==> config.mk <==
export PLATFORM = sky130hd
export DESIGN_NAME = rom_load_sequencer
export DESIGN_NICKNAME = d
export VERILOG_FILES = /design/src/rtl/rom_load_sequencer.sv
export SDC_FILE = /design/constraint.sdc
export NUM_CORES = 1
export LEC_CHECK = 0
export BUFFER_PORTS_ARGS = -buffer_cell sky130_fd_sc_hd__buf_2
export CELL_PAD_IN_SITES_DETAIL_PLACEMENT = 0
export CELL_PAD_IN_SITES_GLOBAL_PLACEMENT = 2
export CORE_MARGIN = 2
export CORE_UTILIZATION = 41
export CTS_BUF_LIST = sky130_fd_sc_hd__clkbuf_4 sky130_fd_sc_hd__clkbuf_8
export CTS_CLUSTER_SIZE = 10
export DETAILED_ROUTE_END_ITERATION = 12
export GPL_TIMING_DRIVEN = 0
export PLACE_DENSITY = 0.94
export SLEW_MARGIN = 20
export SYNTH_ARGS = -nofsm -noshare
export SYNTH_HDL_FRONTEND = slang
export SYNTH_SLANG_ARGS = --single-unit
==> constraint.sdc <==
create_clock -name clk_sys -period 5.7 [get_ports clk_sys]
set_clock_uncertainty 0.2 [all_clocks]
set_input_delay 0.285 -clock clk_sys [delete_from_list [all_inputs] [get_ports clk_sys]]
set_output_delay 0.285 -clock clk_sys [all_outputs]
set_load 0.02 [all_outputs]
==> src/rtl/rom_load_sequencer.sv <==
// rom_load_sequencer: routes the HPS ROM download into Pac-Man ROM/PROM stores through a 2-entry skid FIFO and holds the core in reset around it
module rom_load_sequencer #(
  parameter logic [15:0] PROG_END    = 16'h4000,
  parameter logic [15:0] GFX_END     = 16'h6000,
  parameter logic [15:0] PROM_END    = 16'h6140,
  parameter int          HOLD_CYCLES = 256
) (
  input  logic        clk_sys,
  input  logic        RESET,
  input  logic        dn_download,
  input  logic        dn_wr,
  input  logic [15:0] dn_addr,
  input  logic [7:0]  dn_data,
  input  logic        wr_ready,
  output logic        rom_we,
  output logic [1:0]  rom_sel,
  output logic [15:0] rom_addr,
  output logic [7:0]  rom_data,
  output logic        core_reset,
  output logic        busy,
  output logic        err_ovf,
  output logic        err_range,
  output logic [15:0] byte_count
);
  typedef enum logic [1:0] {IDLE, LOAD, DRAIN, HOLD} state_t;
  localparam logic [15:0] HOLD_INIT = 16'(HOLD_CYCLES - 1);
  state_t      state;
  logic [15:0] hold_cnt;
  logic        dl_q, dl_p, rise;
  logic [25:0] e0, e1, entry;
  logic [1:0]  cnt, cnt_nxt, sel;
  logic [15:0] base;
  logic        in_range, wr_ok, push, pop, ovf, rng;
  // region decode and address rebase of the incoming byte
  always_comb begin
    sel      = dn_addr < PROG_END ? 2'd0 : dn_addr < GFX_END ? 2'd1 : 2'd2;
    base     = dn_addr < PROG_END ? 16'h0000 : dn_addr < GFX_END ? PROG_END : GFX_END;
    in_range = dn_addr < PROM_END;
    entry    = {sel, dn_addr - base, dn_data};
  end
  assign rise       = dl_q & ~dl_p;
  assign rom_we     = cnt != 2'd0;
  assign {rom_sel, rom_addr, rom_data} = e0;
  assign pop        = rom_we & wr_ready;
  assign wr_ok      = dn_wr & dn_download;
  assign push       = wr_ok & in_range & (cnt != 2'd2 | pop);
  assign ovf        = wr_ok & in_range & cnt == 2'd2 & ~pop;
  assign rng        = wr_ok & ~in_range;
  assign cnt_nxt    = cnt + 2'(push) - 2'(pop);
  assign core_reset = state != IDLE;
  assign busy       = state != IDLE;
  // skid FIFO: e0 is the head and drives the write port directly
  always_ff @(posedge clk_sys or posedge RESET) begin
    if (RESET) begin
      cnt <= 2'd0;
      e0  <= '0;
      e1  <= '0;
    end else begin
      cnt <= cnt_nxt;
      if (pop & cnt == 2'd2) e0 <= e1;
      else if (push & (cnt == 2'd0 | pop)) e0 <= entry;
      if (push & cnt_nxt == 2'd2) e1 <= entry;
    end
  end
  // sticky error flags and accepted-byte counter, restarted on each download
  always_ff @(posedge clk_sys or posedge RESET) begin
    if (RESET) begin
      err_ovf    <= 1'b0;
      err_range  <= 1'b0;
      byte_count <= 16'h0000;
    end else if (rise) begin
      err_ovf    <= ovf;
      err_range  <= rng;
      byte_count <= 16'(push);
    end else begin
      err_ovf    <= err_ovf | ovf;
      err_range  <= err_range | rng;
      byte_count <= byte_count + 16'(push & byte_count != 16'hFFFF);
    end
  end
  // download sequencing and post-download reset hold
  always_ff @(posedge clk_sys or posedge RESET) begin
    if (RESET) begin
      state    <= HOLD;
      hold_cnt <= HOLD_INIT;
      dl_q     <= 1'b0;
      dl_p     <= 1'b0;
    end else begin
      dl_q <= dn_download;
      dl_p <= dl_q;
      if (rise) state <= LOAD;
      else if (state == LOAD && !dl_q) state <= DRAIN;
      else if (state == DRAIN && cnt_nxt == 2'd0) begin
        state    <= HOLD;
        hold_cnt <= HOLD_INIT;
      end else if (state == HOLD) begin
        if (hold_cnt == 16'h0000) state <= IDLE;
        else hold_cnt <= hold_cnt - 16'h0001;
      end
    end
  end
endmodule

Yosys cells after proc, flatten, opt, wreduce, memory -nomap -nowiden
Cells that the tools add are included.
{"block": "totals", "regBits": 92, "input_bits": 29, "output_inout_bits": 47, "elab_cells": 78}
{"block": "classes", "n_addsub": 5, "magnitude_cmp": 3, "n_eq_ne": 8, "muxes": 17, "bitwise_logic": 21, "n_reduce_logical": 14}
{"cell": "$mux 16", "n": 4}
{"cell": "$mux 26", "n": 2}
{"cell": "$lt 16x15->1 const B", "n": 3}
{"cell": "$add 16x1->16", "n": 1}
{"cell": "$logic_not 16->1", "n": 1}
{"cell": "$ne 16x16->1 const B", "n": 1}
{"cell": "$sub 16x1->16 const B", "n": 1}
{"cell": "$sub 16x15->16", "n": 1}
{"cell": "$mux 15", "n": 1}
{"cell": "$mux 14", "n": 1}
{"cell": "$mux 2", "n": 7}
{"cell": "$and 1x1->1", "n": 12}
{"cell": "$eq 2x2->1 const B", "n": 4}
{"cell": "$reduce_bool 2->1", "n": 4}
{"cell": "$reduce_bool 4->1", "n": 2}
{"cell": "$not 1->1", "n": 5}
{"cell": "$logic_not 2->1", "n": 2}
{"cell": "$ne 2x2->1 const B", "n": 2}
{"cell": "$or 1x1->1", "n": 4}
{"cell": "$reduce_and 4->1", "n": 1}
{"cell": "$add 2x1->2", "n": 1}
{"cell": "$eq 2x1->1 const B", "n": 1}
{"cell": "$logic_and 1x1->1", "n": 2}
{"cell": "$mux 1", "n": 2}
{"cell": "other kinds (3)", "n": 3}

Depth between registers and ports, before layout
Gate-level depths: netlist of the first run.
{"block": "logic_depth", "word_depth": 11, "depth_mapped": 11, "ltp_nobuf": 10}

Worst setup path after synthesis of the first run
OpenSTA, ideal clock, no wires.
{"block": "synth_timing", "path_kind": "input-to-reg", "from": "input dn_addr[9]", "to": "register hold_cnt[13]", "setup_time_ns": 0.126, "arrival_ns": 2.778, "required_time_ns": 5.374, "path_slack_ns": 2.596, "stages": 11, "n_path_buf": 1, "cell_sequence": "nor4_1 a21o_1 clkbuf_1 nand2_1 ha_1 inv_1 ha_1 xor3_2 nor4_4 a21oi_2 a221o_1"}
{"block": "synth_via", "elab_chain_len": 9, "word_cells_on_any_way": 11, "cone_classes": "2 x add/sub; 1 x order compare; 1 x eq/ne; 1 x mux; 2 x bitwise; 4 x reduce/logical"}
{"item": "start: declaration", "line_no": "12", "source": "input logic [15:0] dn_addr,"}
{"item": "$lt 16x15->1 *", "line_no": "38", "source": "in_range = dn_addr < PROM_END;"}
{"item": "$and 1x1->1 * (2 in a row)", "line_no": "46", "source": "assign push = wr_ok & in_range & (cnt != 2'd2 | pop);"}
{"item": "$add 2x1->2 *", "line_no": "49", "source": "assign cnt_nxt = cnt + 2'(push) - 2'(pop);"}
{"item": "$sub 2x1->2 *", "line_no": "49"}
{"item": "net cnt_nxt[1]", "line_no": "31", "source": "logic [1:0] cnt, cnt_nxt, sel;"}
{"item": "$logic_not 2->1 *", "line_no": "93", "source": "else if (state == DRAIN && cnt_nxt == 2'd0) begin"}
{"item": "$logic_and 1x1->1 *", "line_no": "93"}
{"item": "$ne 2x2->1 (no line) or $reduce_bool 2->1 (tied branches)"}
{"item": "$reduce_and 4->1 (no line)"}
{"item": "end signal: assignment", "line_no": "98", "source": "else hold_cnt <= hold_cnt - 16'h0001;"}
{"item": "end: declaration", "line_no": "28", "source": "logic [15:0] hold_cnt;"}
The timed path passes the listed nets; every way through them passes the cells marked *.
A chain may end at the register's enable or synchronous reset.

Worst setup path in the final report of the first run
Same ends and word-level chain as after synthesis.

==> impl_metrics.py, run 1 <==
metrics = {
    "run_status": {
        "result_of_the_run": "finished, final reports clean",
    },
    "place": {
        "routabilityCongestion": 0.7686,
        "place.port_buffers": 75,
        "place_area_sq_um": 5249,
        "dp_hpwl_mm": 7.772,
    },
    "route": {
        "first_iter_violations": 142,
        "drt_pre_antenna_iters": 4,
        "wl_per_instance_um": 15.99,
        "detailroute.via_count": 3706,
        "route.final.wire_length_mm": 10.73,
        "postRouteAntennaNets": 0,
        "detail_route.drc_violations": 0,
        "detail_route.vias_per_cell": 5.523,
    },
    "cells_and_area": {
        "antenna_cells_inserted": 0,
        "post_route_cells_drive_above_1_share_pct": 28.06,
        "finish.instance_area_sq_um": 5675,
        "flow.area_growth_from_synthesis_pct": 21.64,
        "design.final.nets": 561,
    },
    "clocking": {
        "cts_root_buf": "sky130_fd_sc_hd__clkbuf_8",
        "cts_repair_resize_count": 0,
        "cts_max_path_buffers": 2,
        "clock_tree_from_tritoncts": "done",
        "tritoncts.num_buffers": 9,
        "worstSkewPairLatency_ps": 370,
        "htree_num_levels": 3,
        "clk_pin_slew_ps": 90,
        "cts_sinks": 92,
        "post-cts-setup-buffer-count": 0,
    },
    "timing": {
        "finalCriticalPeriod_ps": 4033,
        "setup_tns_ps": 0,
        "report.final.setup_viol": 0,
        "measured_slew_at_the_worst_slew_check_pin_ps": 762.0,
        "slew_headroom_pct": 49.20,
        "period_share_pct": 70.76,
        "max_freq_mhz": 247.9,
        "final.hold.worst_slack_ps": 133.1,
        "unrepaired_setup_endpoints_after_global_routing": "false",
        "drv_slew": 0,
        "timing_hold_violations_final": 0,
    },
    "pwr": {
        "p_comb_share_pct": 39.4,
        "power_w": 0.002475,
        "net-switching-power_w": 0.0009474,
        "total_leakage_power_nw": 2.649,
        "power.clock.fraction_pct": 17.9,
        "sequential_power_share_pct": 42.7,
        "swShare_pct": 38.28,
        "power.density_cell_area_nw_per_um2": 436.0,
        "vdd_drop_max_uv": 317.7,
        "p_int_w": 0.001527,
    },
    "worst_setup_path": {
        "worstPathRequired_ps": 5760,
        "cp-start-kind": "primary input",
        "kind_of_critical_path": "in2reg",
        "critical_path.max_stage_delay_ps": 530,
        "worst_path_fanout_max": 10,
        "timing.critical_path.slowest_stage_cell": "sky130_fd_sc_hd__dlygate4sd3_1",
        "r2r_setup_slack_ps": 2310,
        "critical_path.endpoint_type": "register",
        "worst_path_most_repeated_cell": "sky130_fd_sc_hd__ha_1",
        "crit_chain": "dlygate4sd3_1 -> buf_2 -> nor4_1 -> a21o_1 -> clkbuf_1 -> nand2_1 -> ha_1 -> inv_1 -> ha_1 -> xor3_2 -> nor4_4 -> a21oi_2 -> a221o_1",
        "worstPathArrival_ps": 4090,
    },
    "floorplanning": {
        "overall_die_area_sq_um": 12250,
        "initial_utilization_pct": 42.48,
        "overall_die_height_um": 110.7,
        "design.portCount": 76,
        "core_region_area_sq_um": 10980,
        "fp.dieW_um": 110.7,
        "num_rows": 38,
    },
    "global_route": {
        "grt_first_pass_wirelength_mm": 18.29,
        "gr-usage-all-layers_pct": 18.10,
        "grt_overflow": 0,
        "number_of_global_route_vias_before_repair": 3805,
        "maximum_number_of_pins_on_one_net_before_global_route_repair": 48,
        "antenna_found_initial": 0,
    },
    "logic_synthesis": {
        "netlist-cell-type-count": 55,
        "postSynthCellCount": 416,
        "synth_area_per_cell_sq_um": 11.22,
        "syn_area_sq_um": 4666,
        "syn_nets": 451,
        "postSynth.asyncResetShare_pct": 100.0,
        "yosysWarnings": 0,
        "synth_top_flop_cell": "sky130_fd_sc_hd__dfrtp_1",
        "synth_seq_cells": 92,
        "synth_enable_flop_cells": 0,
        "synth_seq_area_share_pct": 49.61,
    },
    "run": {
        "timing.max_cap.violations": 0,
    },
    "worst_hold_path": {
        "timing.hold.worst.class": "in2reg",
    },
}
synth_stat cells (3+ instances only):
master / n / area (sq um)
sky130_fd_sc_hd__dfrtp_1: 82 / 2052
sky130_fd_sc_hd__mux2_2: 27 / 304.0
sky130_fd_sc_hd__mux2i_1: 25 / 250.2
sky130_fd_sc_hd__a31oi_1: 23 / 143.9
sky130_fd_sc_hd__nor2_1: 20 / 75.07
sky130_fd_sc_hd__a221oi_1: 18 / 157.7
sky130_fd_sc_hd__clkbuf_1: 17 / 63.81
sky130_fd_sc_hd__nand2b_1: 14 / 87.58
sky130_fd_sc_hd__nand2_1: 13 / 48.80
sky130_fd_sc_hd__nand4_1: 11 / 68.82
sky130_fd_sc_hd__o21ai_0: 11 / 55.05
sky130_fd_sc_hd__dfstp_2: 10 / 262.8
sky130_fd_sc_hd__inv_1: 10 / 37.54
sky130_fd_sc_hd__and2_1: 9 / 56.30
sky130_fd_sc_hd__nand3_1: 9 / 45.04
sky130_fd_sc_hd__xor2_1: 8 / 70.07
sky130_fd_sc_hd__a211oi_1: 7 / 52.55
sky130_fd_sc_hd__a21oi_1: 7 / 35.03
sky130_fd_sc_hd__a2bb2oi_1: 6 / 52.55
sky130_fd_sc_hd__and4_1: 6 / 52.55
sky130_fd_sc_hd__ha_1: 6 / 75.07
sky130_fd_sc_hd__nor3_1: 6 / 30.03
sky130_fd_sc_hd__nor4_1: 6 / 37.54
sky130_fd_sc_hd__buf_2: 5 / 25.02
sky130_fd_sc_hd__or3_1: 5 / 31.28
sky130_fd_sc_hd__buf_1: 4 / 15.01
sky130_fd_sc_hd__a211o_1: 3 / 26.28
sky130_fd_sc_hd__a311oi_1: 3 / 26.28
sky130_fd_sc_hd__nor2b_1: 3 / 18.77
sky130_fd_sc_hd__nor3b_1: 3 / 22.52
sky130_fd_sc_hd__or2_2: 3 / 18.77
sky130_fd_sc_hd__or4_1: 3 / 22.52
sky130_fd_sc_hd__xnor2_1: 3 / 26.28
per-stage QoR:
stage	instances	utilization, %	worst slack (ps)
floorplan	416	-	2596
global route	671	51.67	1344
CTS	671	51.67	1630
global placement	631	47.49	1703
detailed placement	632	47.79	1789
finish	671	51.67	1667
metal layers:
layer	part of all wire [%]	GRT usage, %	up-vias
li1	-	-	1806
met4	0.98	5.167	0
met1	44	22.33	1809
met5	0	0	-
met3	4.7	5.030	10
met2	50	31.08	81
layout make-up:
class / instances / area, sq um
buffer: 27 / 111.4
tap: 140 / 175.2
inverter: 10 / 42.54
clock buffer: 10 / 131.4
clock inverter: 6 / 65.06
sequential: 92 / 2315
multi-input combinational: 287 / 2202
fill: 1034 / 5308
timing repair buffer: 99 / 633.1
worst paths after layout:
check,from,to,cells after the start
worst max-delay path,dn_addr[9],hold_cnt[13],13
worst min-delay path,dn_wr,err_range,3
worst max register to register,cnt[1],hold_cnt[13],10
worst min register to register,dl_q,dl_p,0
max in group asynchronous,RESET,e0[10],4
min in group asynchronous,RESET,hold_cnt[9],3
registers in the layout, summed over array words and instances, names as in the netlist:
register / flops
state: 2
dl_p: 1
cnt: 2
e1: 26
err_ovf: 1
dl_q: 1
err_range: 1
hold_cnt: 16
byte_count: 16
e0: 26
critical path: cells and delay by family:
kind                       cells  cell delay, ps
adders and majority gates      2             450
and+or+nand+nor                3            1040
buffers and inverters          4            1110
xor gates and xnor gates       1             340
AOI/OAI and AO/OA              3             850
logic make-up (layout without fill, tap and decap cells):
kind of cell | Yosys count | after routing | synth area share (%)
simple gates | 123 | 123 | 16.33
fa+ha+maj | 6 | 6 | 1.609
mux | 52 | 52 | 11.88
buf+inv | 37 | 152 | 3.191
flops | 92 | 92 | 49.61
compound gates | 94 | 94 | 14.78
xor+xnor | 12 | 12 | 2.601
power groups by stage:
| stage | Combinational, W | Clock (W) | Sequential, W |
|---|---|---|---|
| 4_1_cts | 0.000988 | 0.000458 | 0.00106 |
| 2_1_floorplan | 0.000590 | 0 | 0.00115 |
| 3_3_place_gp | 0.000942 | 0 | 0.00106 |
| 5_1_grt | 0.00108 | 0.000477 | 0.00108 |
| 3_5_place_dp | 0.000970 | 0 | 0.00107 |
| 6_report | 0.000976 | 0.000443 | 0.00106 |
cell usage in the layout (no fill, tap or decap), types with 3 or more instances in the layout:
master | netlist | final
sky130_fd_sc_hd__ha_1 | 6 | 6
sky130_fd_sc_hd__a211o_1 | 3 | 3
sky130_fd_sc_hd__or3_1 | 5 | 5
sky130_fd_sc_hd__mux2_2 | 27 | 27
sky130_fd_sc_hd__a2bb2oi_1 | 6 | 6
sky130_fd_sc_hd__a311oi_1 | 3 | 3
sky130_fd_sc_hd__nand4_1 | 11 | 11
sky130_fd_sc_hd__nor2b_1 | 3 | 3
sky130_fd_sc_hd__a211oi_1 | 7 | 7
sky130_fd_sc_hd__nor3b_1 | 3 | 3
sky130_fd_sc_hd__nor2_1 | 20 | 20
sky130_fd_sc_hd__xor2_1 | 8 | 8
sky130_fd_sc_hd__and4_1 | 6 | 6
sky130_fd_sc_hd__nand2_1 | 13 | 13
sky130_fd_sc_hd__a31oi_1 | 23 | 23
sky130_fd_sc_hd__nand3_1 | 9 | 9
sky130_fd_sc_hd__o21ai_0 | 11 | 11
sky130_fd_sc_hd__and2_1 | 9 | 9
sky130_fd_sc_hd__dfrtp_1 | 82 | 82
sky130_fd_sc_hd__nor3_1 | 6 | 6
sky130_fd_sc_hd__nor4_1 | 6 | 6
sky130_fd_sc_hd__nand2b_1 | 14 | 14
sky130_fd_sc_hd__a21oi_1 | 7 | 7
sky130_fd_sc_hd__xnor2_1 | 3 | 3
sky130_fd_sc_hd__dlygate4sd3_1 | 0 | 23
sky130_fd_sc_hd__dfstp_2 | 10 | 10
sky130_fd_sc_hd__clkbuf_1 | 17 | 17
sky130_fd_sc_hd__buf_2 | 5 | 80
sky130_fd_sc_hd__mux2i_1 | 25 | 25
sky130_fd_sc_hd__clkbuf_8 | 0 | 9
sky130_fd_sc_hd__or4_1 | 3 | 3
sky130_fd_sc_hd__or2_2 | 3 | 3
sky130_fd_sc_hd__a221oi_1 | 18 | 18
sky130_fd_sc_hd__inv_1 | 10 | 9
sky130_fd_sc_hd__buf_1 | 4 | 4
repair_timing:
action                                 CTS  global route
endpoints found under the hold margin   57             0
setup endpoints to repair                0             0
hold buffers                            23             0
Power figures use the tool's default switching activity.
==> run 2, diff against run 1 <==
--- a/config.mk
+++ b/config.mk
@@ -9,12 +9,12 @@
 export CELL_PAD_IN_SITES_DETAIL_PLACEMENT = 0
 export CELL_PAD_IN_SITES_GLOBAL_PLACEMENT = 2
 export CORE_MARGIN = 2
-export CORE_UTILIZATION = 41
+export CORE_UTILIZATION = 34
 export CTS_BUF_LIST = sky130_fd_sc_hd__clkbuf_4 sky130_fd_sc_hd__clkbuf_8
 export CTS_CLUSTER_SIZE = 10
 export DETAILED_ROUTE_END_ITERATION = 12
 export GPL_TIMING_DRIVEN = 0
-export PLACE_DENSITY = 0.94
+export PLACE_DENSITY = 0.84
 export SLEW_MARGIN = 20
 export SYNTH_ARGS = -nofsm -noshare
 export SYNTH_HDL_FRONTEND = slang
==> constraint.sdc (replaced) <==
create_clock -name clk_sys -period 3.31 [get_ports clk_sys]
set_clock_uncertainty 0.2 [all_clocks]
set_input_delay 0.1655 -clock clk_sys [delete_from_list [all_inputs] [get_ports clk_sys]]
set_output_delay 0.1655 -clock clk_sys [all_outputs]
set_load 0.02 [all_outputs]
==> run 2 against run 1 <==
  * Die area is 20% higher
  * Final cell count is 5.7% higher
  * Sequential power rose by 72%
  * Count of clock-buffer cells in the layout rose by 2
  * Register-to-register slack worse by 2100 ps
  * Non-clock buffer count increased by 2
  * Worst hold slack got worse by 81 ps
  * Critical path depth down 1
  * Design area up 1.1%
  * Critical path type unchanged
  * Critical endpoint unchanged
  * Largest power group unchanged
  * Highest routed layer is now met5
==> impl_metrics.py, run 2 (synthesized netlist as in run 1, its figures left out) <==
metrics = {
    "run_status": {
        "result_of_the_run": "finished, final reports clean",
    },
    "route": {
        "detail_route.vias_per_cell": 5.261,
        "drt_pre_antenna_iters": 5,
        "first_iter_violations": 196,
        "wl_per_instance_um": 15.77,
        "postRouteAntennaNets": 0,
        "detail_route.drc_violations": 0,
        "detailroute.via_count": 3730,
        "route.final.wire_length_mm": 11.18,
    },
    "worst_hold_path": {
        "holdCritStartpoint": "dn_addr[13]",
        "timing.hold.worst.class": "in2reg",
    },
    "cells_and_area": {
        "antenna_cells_inserted": 0,
        "core_util_final_pct": 42.97,
        "post_route_cells_drive_above_1_share_pct": 29.08,
        "num-fill-cells": 1318,
        "flow.area_growth_from_synthesis_pct": 22.93,
        "most_common_library_cell_in_the_layout_ignoring_fill_and_taps": "sky130_fd_sc_hd__dfrtp_1",
        "most-common-layout-cells": "82 x sky130_fd_sc_hd__dfrtp_1, 80 x sky130_fd_sc_hd__buf_2, 27 x sky130_fd_sc_hd__mux2_2",
        "reg.largest.list": "e0 x26, e1 x26",
        "design.final.nets": 563,
        "finish.instance_area_sq_um": 5736,
    },
    "place": {
        "place_area_sq_um": 5294,
        "dp_hpwl_mm": 7.987,
        "place.port_buffers": 75,
        "routabilityCongestion": 0.7789,
        "place_worst_setup_slack_ps": -501.7,
    },
    "global_route": {
        "grt_first_pass_wirelength_mm": 18.60,
        "gr-usage-all-layers_pct": 15.97,
        "maximum_number_of_pins_on_one_net_before_global_route_repair": 59,
        "number_of_global_route_vias_before_repair": 3745,
        "antenna_found_initial": 1,
        "grt_overflow": 0,
    },
    "timing": {
        "measured_slew_at_the_worst_slew_check_pin_ps": 761.1,
        "final.hold.worst_slack_ps": 52.06,
        "report.final.setup_viol": 0,
        "max_freq_mhz": 319.4,
        "unrepaired_setup_endpoints_after_global_routing": "false",
        "period_share_pct": 94.58,
        "finalCriticalPeriod_ps": 3131,
        "timing_hold_violations_final": 0,
        "slew_headroom_pct": 49.26,
        "worst_slack_ps": 179.4,
        "setup_tns_ps": 0,
        "drv_slew": 0,
    },
    "worst_setup_path": {
        "kind_of_critical_path": "in2reg",
        "worstPathRequired_ps": 3360,
        "crit-reg2reg-launch": "cnt[1]",
        "worstPathArrival_ps": 3180,
        "cp-start-kind": "primary input",
        "worst_setup_path_startpoint": "dn_download",
        "critical_path.endpoint_type": "register",
        "worst_path_fanout_max": 8,
    },
    "clocking": {
        "clk_pin_slew_ps": 90,
        "tritoncts.num_buffers": 9,
        "cts_max_path_buffers": 2,
        "clock_tree_from_tritoncts": "done",
        "cts_sinks": 92,
        "worstSkewPairLatency_ps": 370,
        "htree_num_levels": 3,
        "cts_root_buf": "sky130_fd_sc_hd__clkbuf_8",
    },
    "floorplanning": {
        "core_region_area_sq_um": 13350,
        "num_rows": 42,
        "overall_die_height_um": 121.1,
        "design.portCount": 76,
        "initial_utilization_pct": 34.96,
        "fp.dieW_um": 121.1,
        "overall_die_area_sq_um": 14680,
    },
    "pwr": {
        "vdd_drop_max_uv": 398.4,
        "total_leakage_power_nw": 2.655,
        "power.density_cell_area_nw_per_um2": 735.5,
    },
    "run": {
        "timing.max_cap.violations": 0,
    },
}
run 2: cell count changes in the layout (fill, tap and decap cells not counted), sizes merged:
cell / previous run / this run
clkbuf: 27 / 29
clkinv: 4 / 2
clkinvlp: 1 / 2
buf: 86 / 88
bufinv: 1 / 0
run 2: worst paths after layout:
path                                      to  slack (ps)  cells after the start
worst max-delay path            hold_cnt[13]         180                     12
worst min-delay path                  e0[24]          50                      4
worst max register to register  hold_cnt[13]         190                     10
worst min register to register     err_range         290                      2
max in group asynchronous           state[1]        2150                      4
min in group asynchronous             e1[24]         120                      3
run 2: layer usage:
layer	track usage, %	part of all wire, %
met1	19.94	45
met2	27.39	50
met3	4.464	4.6
met4	3.807	1.0
met5	0	0.098
run 2: repair_timing:
action / CTS / global route
endpoints found under the hold margin: 120 / 0
resized for setup: 2 / 3
endpoints found under the setup margin: 8 / 5
pin swaps: 0 / 2
setup buffers: 0 / 2
hold buffers: 23 / 0
run 2: final cells by class:
type                       count  area, sq um  area share (%)
buffer                        27        112.6           1.963
clock buffer                  12        152.6           2.661
clock inverter                 4        25.02          0.4363
inverter                      10        42.54          0.7417
multi-input combinational    287         2220           38.70
sequential                    92         2315           40.36
tap                          176        220.2           3.839
timing repair buffer         101        648.1           11.30
run 2: per-stage QoR:
step | power [W] | instances
6_report | 0.004219 | 709
5_1_grt | 0.004524 | 709
4_1_cts | 0.004253 | 707
3_5_place_dp | 0.003516 | 668
3_3_place_gp | 0.003463 | 667
2_1_floorplan | 0.003000 | 416
run 2: critical path, stage by stage:
cell and delay [ps]:
sky130_fd_sc_hd__dlygate4sd3_1 520, sky130_fd_sc_hd__buf_2 110, sky130_fd_sc_hd__nand2_1 160, sky130_fd_sc_hd__nor3_4 270, sky130_fd_sc_hd__nand2_1 150, sky130_fd_sc_hd__ha_1 300
sky130_fd_sc_hd__inv_1 40, sky130_fd_sc_hd__ha_1 300, sky130_fd_sc_hd__nand2b_1 230, sky130_fd_sc_hd__nor4_4 380, sky130_fd_sc_hd__a21oi_2 150, sky130_fd_sc_hd__a221o_1 390
run 2: report_power, final:
group,leakage [nW],switching (W),total [W],internal (W)
clock network,0.0892,0.000397,0.000706,0.000308
registers,1.13,0.000272,0.00182,0.00155
logic,1.43,0.000962,0.00169,0.000730
total,2.65,0.00163,0.00422,0.00259
